### config.mk
export PLATFORM = sky130hd
export DESIGN_NAME = perf_counter_ctrl_flat
export DESIGN_NICKNAME = d
export VERILOG_FILES = /design/src/rtl/perf_counter_ctrl_if.sv /design/src/rtl/perf_counter_ctrl.sv /design/src/flat_wrapper.sv
export SDC_FILE = /design/constraint.sdc
export NUM_CORES = 1
export LEC_CHECK = 0
export ABC_AREA = 1
export BUFFER_PORTS_ARGS = -buffer_cell sky130_fd_sc_hd__buf_2
export CELL_PAD_IN_SITES_DETAIL_PLACEMENT = 1
export CELL_PAD_IN_SITES_GLOBAL_PLACEMENT = 1
export CORE_ASPECT_RATIO = 0.5
export CORE_MARGIN = 3
export CORE_UTILIZATION = 44
export CTS_CLUSTER_SIZE = 14
export DETAILED_ROUTE_END_ITERATION = 12
export PLACE_DENSITY = 0.81
export REMOVE_ABC_BUFFERS = 1
export SETUP_SLACK_MARGIN = 0.02
export SLEW_MARGIN = 15
export SYNTH_ARGS = -nofsm -noshare
export SYNTH_HDL_FRONTEND = slang
export SYNTH_SLANG_ARGS = --single-unit
### constraint.sdc
create_clock -name clk -period 2.95 [get_ports clk]
set_input_delay 0.295 -clock clk [delete_from_list [all_inputs] [get_ports clk]]
set_output_delay 0.295 -clock clk [all_outputs]
set_load 0.01 [all_outputs]
### src/rtl/perf_counter_ctrl_if.sv
`default_nettype none
// ============================================================================
// Module      : perf_counter_ctrl_if
// Description : MMIO request/response bundle for the performance-counter
//               controller. The block is always ready, so there is no
//               backpressure signal.
// Revision    : 1.0 - initial release
// ============================================================================
interface perf_counter_ctrl_if #(
    parameter int DWIDTH = 32
) ();
    logic              req_valid;
    logic              req_we;
    logic [2:0]        req_addr;
    logic [DWIDTH-1:0] req_wdata;
    logic              resp_valid;
    logic [DWIDTH-1:0] resp_rdata;

    // Bus master (core side) issues requests and consumes read data.
    modport master (
        output req_valid, req_we, req_addr, req_wdata,
        input  resp_valid, resp_rdata
    );

    // Peripheral side.
    modport slave (
        input  req_valid, req_we, req_addr, req_wdata,
        output resp_valid, resp_rdata
    );
endinterface
`default_nettype wire

### src/rtl/perf_counter_ctrl.sv
`default_nettype none
// ============================================================================
// Module      : perf_counter_ctrl
// Description : 64-bit cycle and retired-instruction counters with enable,
//               clear and one-shot stop-at-limit sequencing. 32-bit MMIO
//               reads of a counter are made atomic by latching the high word
//               into a shared shadow register when the low word is read.
// Revision    : 1.0 - initial release
// ============================================================================
module perf_counter_ctrl #(
    parameter int DWIDTH = 32,
    parameter int CWIDTH = 64
) (
    input  wire logic          clk,
    input  wire logic          rst,
    input  wire logic          inst_retire,
    perf_counter_ctrl_if.slave bus,
    output logic               done
);

    localparam logic [2:0] ADDR_CTRL     = 3'd0;
    localparam logic [2:0] ADDR_CYC_LO   = 3'd1;
    localparam logic [2:0] ADDR_CYC_HI   = 3'd2;
    localparam logic [2:0] ADDR_INST_LO  = 3'd3;
    localparam logic [2:0] ADDR_INST_HI  = 3'd4;
    localparam logic [2:0] ADDR_LIMIT_LO = 3'd5;
    localparam logic [2:0] ADDR_LIMIT_HI = 3'd6;

    typedef enum logic [1:0] {
        ST_STOPPED = 2'd0,
        ST_RUNNING = 2'd1,
        ST_DONE    = 2'd2
    } state_t;

    state_t              state_q;
    logic [CWIDTH-1:0]   cyc_cnt_q;
    logic [CWIDTH-1:0]   inst_cnt_q;
    logic [CWIDTH-1:0]   limit_q;
    logic [DWIDTH-1:0]   hi_shadow_q;
    logic                en_q;
    logic                oneshot_q;
    logic                done_q;
    logic                resp_valid_q;
    logic [DWIDTH-1:0]   resp_rdata_q;

    logic [CWIDTH-1:0]   cyc_inc_d;
    logic [CWIDTH-1:0]   inst_inc_d;
    logic                limit_hit_d;
    logic                wr_en_d;
    logic                rd_en_d;
    logic [DWIDTH-1:0]   rd_data_d;
    logic [DWIDTH-1:0]   shadow_d;

    assign cyc_inc_d   = cyc_cnt_q + CWIDTH'(1);
    assign inst_inc_d  = inst_cnt_q + CWIDTH'(1);
    // Limit compare is against the post-increment value so the final retire
    // is committed and the counter reads exactly the limit afterwards.
    assign limit_hit_d = (state_q == ST_RUNNING) && oneshot_q && inst_retire &&
                         (inst_inc_d == limit_q);
    assign wr_en_d     = bus.req_valid && bus.req_we;
    assign rd_en_d     = bus.req_valid && !bus.req_we;

    // Read mux over request-cycle register values; HI words come from the shadow.
    always_comb begin
        rd_data_d = '0;
        shadow_d  = cyc_cnt_q[CWIDTH-1:DWIDTH];
        case (bus.req_addr)
            ADDR_CTRL:     rd_data_d[3:0] = {done_q, oneshot_q, 1'b0, en_q};
            ADDR_CYC_LO:   rd_data_d = cyc_cnt_q[DWIDTH-1:0];
            ADDR_CYC_HI:   rd_data_d = hi_shadow_q;
            ADDR_INST_LO: begin
                rd_data_d = inst_cnt_q[DWIDTH-1:0];
                shadow_d  = inst_cnt_q[CWIDTH-1:DWIDTH];
            end
            ADDR_INST_HI:  rd_data_d = hi_shadow_q;
            ADDR_LIMIT_LO: rd_data_d = limit_q[DWIDTH-1:0];
            ADDR_LIMIT_HI: rd_data_d = limit_q[CWIDTH-1:DWIDTH];
            default:       rd_data_d = '0;
        endcase
    end

    // Counter FSM, register writes and registered read response.
    // Software CTRL writes are applied after counting so they override both
    // the increment (CLR wins) and a same-cycle limit hit.
    always_ff @(posedge clk) begin
        if (rst) begin
            state_q      <= ST_STOPPED;
            cyc_cnt_q    <= '0;
            inst_cnt_q   <= '0;
            limit_q      <= '0;
            hi_shadow_q  <= '0;
            en_q         <= 1'b0;
            oneshot_q    <= 1'b0;
            done_q       <= 1'b0;
            resp_valid_q <= 1'b0;
            resp_rdata_q <= '0;
        end else begin
            resp_valid_q <= 1'b0;

            if (state_q == ST_RUNNING) begin
                cyc_cnt_q <= cyc_inc_d;
                if (inst_retire) begin
                    inst_cnt_q <= inst_inc_d;
                end
                if (limit_hit_d) begin
                    state_q <= ST_DONE;
                    done_q  <= 1'b1;
                end
            end

            if (wr_en_d) begin
                case (bus.req_addr)
                    ADDR_CTRL: begin
                        en_q      <= bus.req_wdata[0];
                        oneshot_q <= bus.req_wdata[2];
                        state_q   <= bus.req_wdata[0] ? ST_RUNNING : ST_STOPPED;
                        done_q    <= 1'b0;
                        if (bus.req_wdata[1]) begin
                            cyc_cnt_q  <= '0;
                            inst_cnt_q <= '0;
                        end
                    end
                    ADDR_LIMIT_LO: limit_q[DWIDTH-1:0]      <= bus.req_wdata;
                    ADDR_LIMIT_HI: limit_q[CWIDTH-1:DWIDTH] <= bus.req_wdata;
                    default: ;
                endcase
            end

            if (rd_en_d) begin
                resp_valid_q <= 1'b1;
                resp_rdata_q <= rd_data_d;
                if ((bus.req_addr == ADDR_CYC_LO) || (bus.req_addr == ADDR_INST_LO)) begin
                    hi_shadow_q <= shadow_d;
                end
            end
        end
    end

    assign bus.resp_valid = resp_valid_q;
    assign bus.resp_rdata = resp_rdata_q;
    assign done           = done_q;

endmodule
`default_nettype wire

### src/flat_wrapper.sv
// flat-port wrapper written by rule: the top's interface ports become plain ports
module perf_counter_ctrl_flat 
#(
    parameter int DWIDTH = 32,
    parameter int CWIDTH = 64
)
  (clk, rst, inst_retire, done, bus_req_valid, bus_req_we, bus_req_addr, bus_req_wdata, bus_resp_valid, bus_resp_rdata);
  perf_counter_ctrl_if #(.DWIDTH(DWIDTH)) bus_i ();
  input  wire logic clk;
  input  wire logic rst;
  input  wire logic inst_retire;
  output logic done;
  input wire logic [$bits(bus_i.req_valid)-1:0] bus_req_valid;
  input wire logic [$bits(bus_i.req_we)-1:0] bus_req_we;
  input wire logic [$bits(bus_i.req_addr)-1:0] bus_req_addr;
  input wire logic [$bits(bus_i.req_wdata)-1:0] bus_req_wdata;
  output wire logic [$bits(bus_i.resp_valid)-1:0] bus_resp_valid;
  output wire logic [$bits(bus_i.resp_rdata)-1:0] bus_resp_rdata;
  assign bus_i.req_valid = bus_req_valid;
  assign bus_i.req_we = bus_req_we;
  assign bus_i.req_addr = bus_req_addr;
  assign bus_i.req_wdata = bus_req_wdata;
  assign bus_resp_valid = bus_i.resp_valid;
  assign bus_resp_rdata = bus_i.resp_rdata;
  perf_counter_ctrl #(.DWIDTH(DWIDTH), .CWIDTH(CWIDTH)) u_core (.clk(clk), .rst(rst), .inst_retire(inst_retire), .bus(bus_i), .done(done));
endmodule
==> load_flow_metrics.sql <==
INSERT INTO impl_metrics (metric_group, metric, value, unit) VALUES
('floorplan', 'die_w', '264.9', 'µm'),
('yosys', 'async_reset_ff_share', '0', '%'),
('yosys', 'syn_avg_cell_area', '6.550', 'µm²'),
('yosys', 'yosysSeqAreaShare', '35.57', '%'),
('outcome', 'status', 'completed', ''),
('power', 'switching_share', '26.44', '%'),
('yosys', 'post-synth-top-count-cell', 'sky130_fd_sc_hd__nand2_1', ''),
('final_layout', 'stdcell_area', '17100', 'µm²'),
('worst_setup_path', 'critical_path_class', 'reg2reg', ''),
('final_layout', 'post_route_cells_drive_above_1_share', '11.89', '%'),
('clock_tree', 'clkTransAtPathRegs', '0.07', 'ns'),
('global_routing', 'first_global_vias', '16200', ''),
('place', 'hpwlAfterDp', '52750', 'µm'),
('route', 'ant_nets', '0', ''),
('yosys', 'synth_top_cell_area_share', '35.57', '%'),
('final_layout', 'fillCellCount', '4353', ''),
('sta', 'tightest_slew', '1.004', 'ns'),
('yosys', 'yosysTopAreaCell', 'sky130_fd_sc_hd__dfxtp_1', ''),
('sta', 'rsz0062_at_grt', 'true', ''),
('floorplan', 'chipHeight', '135.4', 'µm'),
('yosys', 'synth_area', '14740', 'µm²'),
('final_layout', 'multi_input_comb_area', '8199', 'µm²'),
('power', 'leakage', '0.006735', 'µW'),
('route', 'drt-pass1-iter-count', '5', ''),
('clock_tree', 'h-tree-depth', '1', ''),
('yosys', 'syn_inst', '2251', ''),
('power', 'total_power', '7843', 'µW'),
('floorplan', 'die-area', '35880', 'µm²'),
('place', 'globalplace.congestion', '1.074', ''),
('floorplan', 'std_cell_rows', '46', ''),
('clock_tree', 'clk-insertion-delay-late', '0.59', 'ns'),
('run', 'drv_cap', '0', ''),
('global_routing', 'grt_max_degree', '94', ''),
('route', 'first_iter_violations', '1800', ''),
('route', 'drcViolationCount', '0', ''),
('final_layout', 'post-route-util', '52.87', '%'),
('yosys', 'yosys_register_bits', '262', ''),
('sta', 'number_of_endpoints_failing_setup_at_the_final_stage', '0', ''),
('worst_setup_path', 'endpoint_kind', 'register', ''),
('clock_tree', 'cts_max_path_buffers', '3', ''),
('yosys', 'synth-main-ff-cell', 'sky130_fd_sc_hd__dfxtp_1', ''),
('yosys', 'synth_enable_flop_cells', '0', ''),
('route', 'avgViaCountPerCell', '5.939', ''),
('clock_tree', 'cts_tree', 'done', ''),
('power', 'internal_power', '5770', 'µW'),
('sta', 'final_hold_viol_count', '0', ''),
('power', 'clockPowerShare', '46.3', '%'),
('clock_tree', 'tritoncts.num_buffers', '26', ''),
('yosys', 'leading_cell_types_by_count_after_synthesis', 'sky130_fd_sc_hd__nand2_1, sky130_fd_sc_hd__inv_1, sky130_fd_sc_hd__nor2_1, sky130_fd_sc_hd__dfxtp_1, sky130_fd_sc_hd__a21oi_1', ''),
('place', 'place.detailed.instances', '2746', ''),
('sta', 'finalMaxSlewViolations', '0', ''),
('sta', 'slew_headroom', '33.08', '%'),
('sta', 'worst_clock_skew', '0.03050', 'ns'),
('floorplan', 'io-pin-count', '74', ''),
('clock_tree', 'cts_sinks', '262', ''),
('final_layout', 'final_net_count', '2394', ''),
('route', 'routed_wirelength', '69350', 'µm'),
('yosys', 'synthDistinctLibCells', '47', ''),
('power', 'switchingPower', '2073', 'µW'),
('yosys', 'total_number_of_yosys_warnings', '0', ''),
('floorplan', 'initial_standard_cell_utilization_of_the_core', '45.58', '%'),
('worst_setup_path', 'cp.arrival', '3.32', 'ns'),
('worst_setup_path', 'timing.critical_path.fanout_max', '6', ''),
('power', 'ir_worst_vdd', '0.3539', 'mV'),
('worst_setup_path', 'worstSetupStartpointType', 'register', ''),
('route', 'via_count', '16660', ''),
('global_routing', 'grt_use_total', '37.99', '%'),
('final_layout', 'post_layout_nonfiller_instances', '2805', ''),
('final_layout', 'sequential_cell_area', '5255', 'µm²'),
('power', 'combinationalPowerShare', '7.3', '%'),
('power', 'sequentialPowerShare', '46.5', '%');
==> final timing paths <==
| kind | from | end | slack [ns] | cells past startpoint |
|---|---|---|---|---|
| max reg2reg | u_core.inst_cnt_q[33] | u_core.state_q[0] | 0.08 | 17 |
| max | u_core.inst_cnt_q[33] | u_core.state_q[0] | 0.08 | 17 |
| min reg2reg | u_core.bus.resp_rdata[0] | u_core.bus.resp_rdata[0] | 0.47 | 2 |
| min | bus_req_wdata[29] | u_core.limit_q[61] | 0.02 | 3 |
==> power by group through the flow <==
stage,Combinational (µW),Sequential [µW],Clock (µW)
after floorplan,253,3720,0
after global placement,526,3720,0
after detailed placement,535,3720,0
after CTS,548,3640,3640
after global routing,605,3650,3770
final,569,3650,3630
==> state kept, by name (all words and copies together), names as in the netlist <==
| register | cells |
|---|---|
| u_core.bus.resp_rdata | 32 |
| u_core.bus.resp_valid | 1 |
| u_core.cyc_cnt_q | 64 |
| u_core.done | 1 |
| u_core.en_q | 1 |
| u_core.hi_shadow_q | 32 |
| u_core.inst_cnt_q | 64 |
| u_core.limit_q | 64 |
| u_core.oneshot_q | 1 |
| u_core.state_q | 2 |
==> final cells by class <==
class                      count  area share, %
antenna                        1        0.01463
tap                          432          3.161
clock inverter                11         0.9292
clock buffer                  37          4.280
sequential                   262          30.73
inverter                     288          6.329
timing repair buffer         163          6.614
multi-input combinational   1611          47.94
==> cells in the final DEF (no fill, tap or decap), types with 69 or more instances in the layout <==
cell and count:
sky130_fd_sc_hd__nor2_1 260, sky130_fd_sc_hd__o21ai_0 201, sky130_fd_sc_hd__buf_2 73, sky130_fd_sc_hd__xor2_1 69, sky130_fd_sc_hd__a21oi_1 208, sky130_fd_sc_hd__buf_4 78, sky130_fd_sc_hd__dfxtp_1 254, sky130_fd_sc_hd__nand2_1 478
sky130_fd_sc_hd__nand3_1 113, sky130_fd_sc_hd__inv_1 275
==> timing repair <==
item / in CTS / in global routing
setup buffers: 2 / 2
hold buffers: 6 / 0
gates cloned: 0 / 0
gates resized for setup: 5 / 32
pin swaps: 1 / 3
endpoints found under the hold margin: 6 / 0
setup endpoints to repair: 3 / 5
==> cells by family after synthesis <==
group	share of synthesized area (%)
and+or+nand+nor	29.17
AOI/OAI and AO/OA	19.32
buffers and inverters	9.776
DFF	35.57
xor gates and xnor gates	5.991
adders and majority gates	0.1697
==> through the flow <==
stage | setup WS [ns] | setup TNS (ns) | hold WS (ns)
final | 0.08052 | 0 | 0.02116
after detailed placement | -0.1739 | -0.3797 | 0.4560
after floorplan | -3.544 | -277.67 | 0.3641
after global placement | -0.1403 | -0.2770 | 0.4495
after CTS | 0.03744 | 0 | 0.001050
after global routing | -0.03412 | -0.03412 | 0.03680
==> worst max-delay path, stage by stage (launching register included) <==
cell and delay [ns]:
sky130_fd_sc_hd__dfxtp_1 0.58, sky130_fd_sc_hd__nand2_1 0.16, sky130_fd_sc_hd__nor2_1 0.20, sky130_fd_sc_hd__nand2_1 0.12, sky130_fd_sc_hd__nor2_1 0.26, sky130_fd_sc_hd__nand2_1 0.16, sky130_fd_sc_hd__nor2_1 0.12, sky130_fd_sc_hd__nand2_1 0.07
sky130_fd_sc_hd__nand2_1 0.08, sky130_fd_sc_hd__nand2_1 0.05, sky130_fd_sc_hd__nand2_1 0.09, sky130_fd_sc_hd__nand2_1 0.06, sky130_fd_sc_hd__nor2_1 0.19, sky130_fd_sc_hd__nand2_1 0.11, sky130_fd_sc_hd__nor2_1 0.19, sky130_fd_sc_hd__nand3_4 0.14
sky130_fd_sc_hd__nand2_1 0.09, sky130_fd_sc_hd__a21oi_1 0.06
==> metal layers <==
layer,part of all wire [%],track usage (%),up-vias,wire length (µm)
met1,44,55.08,8123,30600
li1,-,-,7569,-
met2,39,54.12,840,27350
met4,2.4,8.282,8,1646
met5,0.079,0,-,55
met3,14,13.01,118,9695
(Power assumes the default switching activity.)
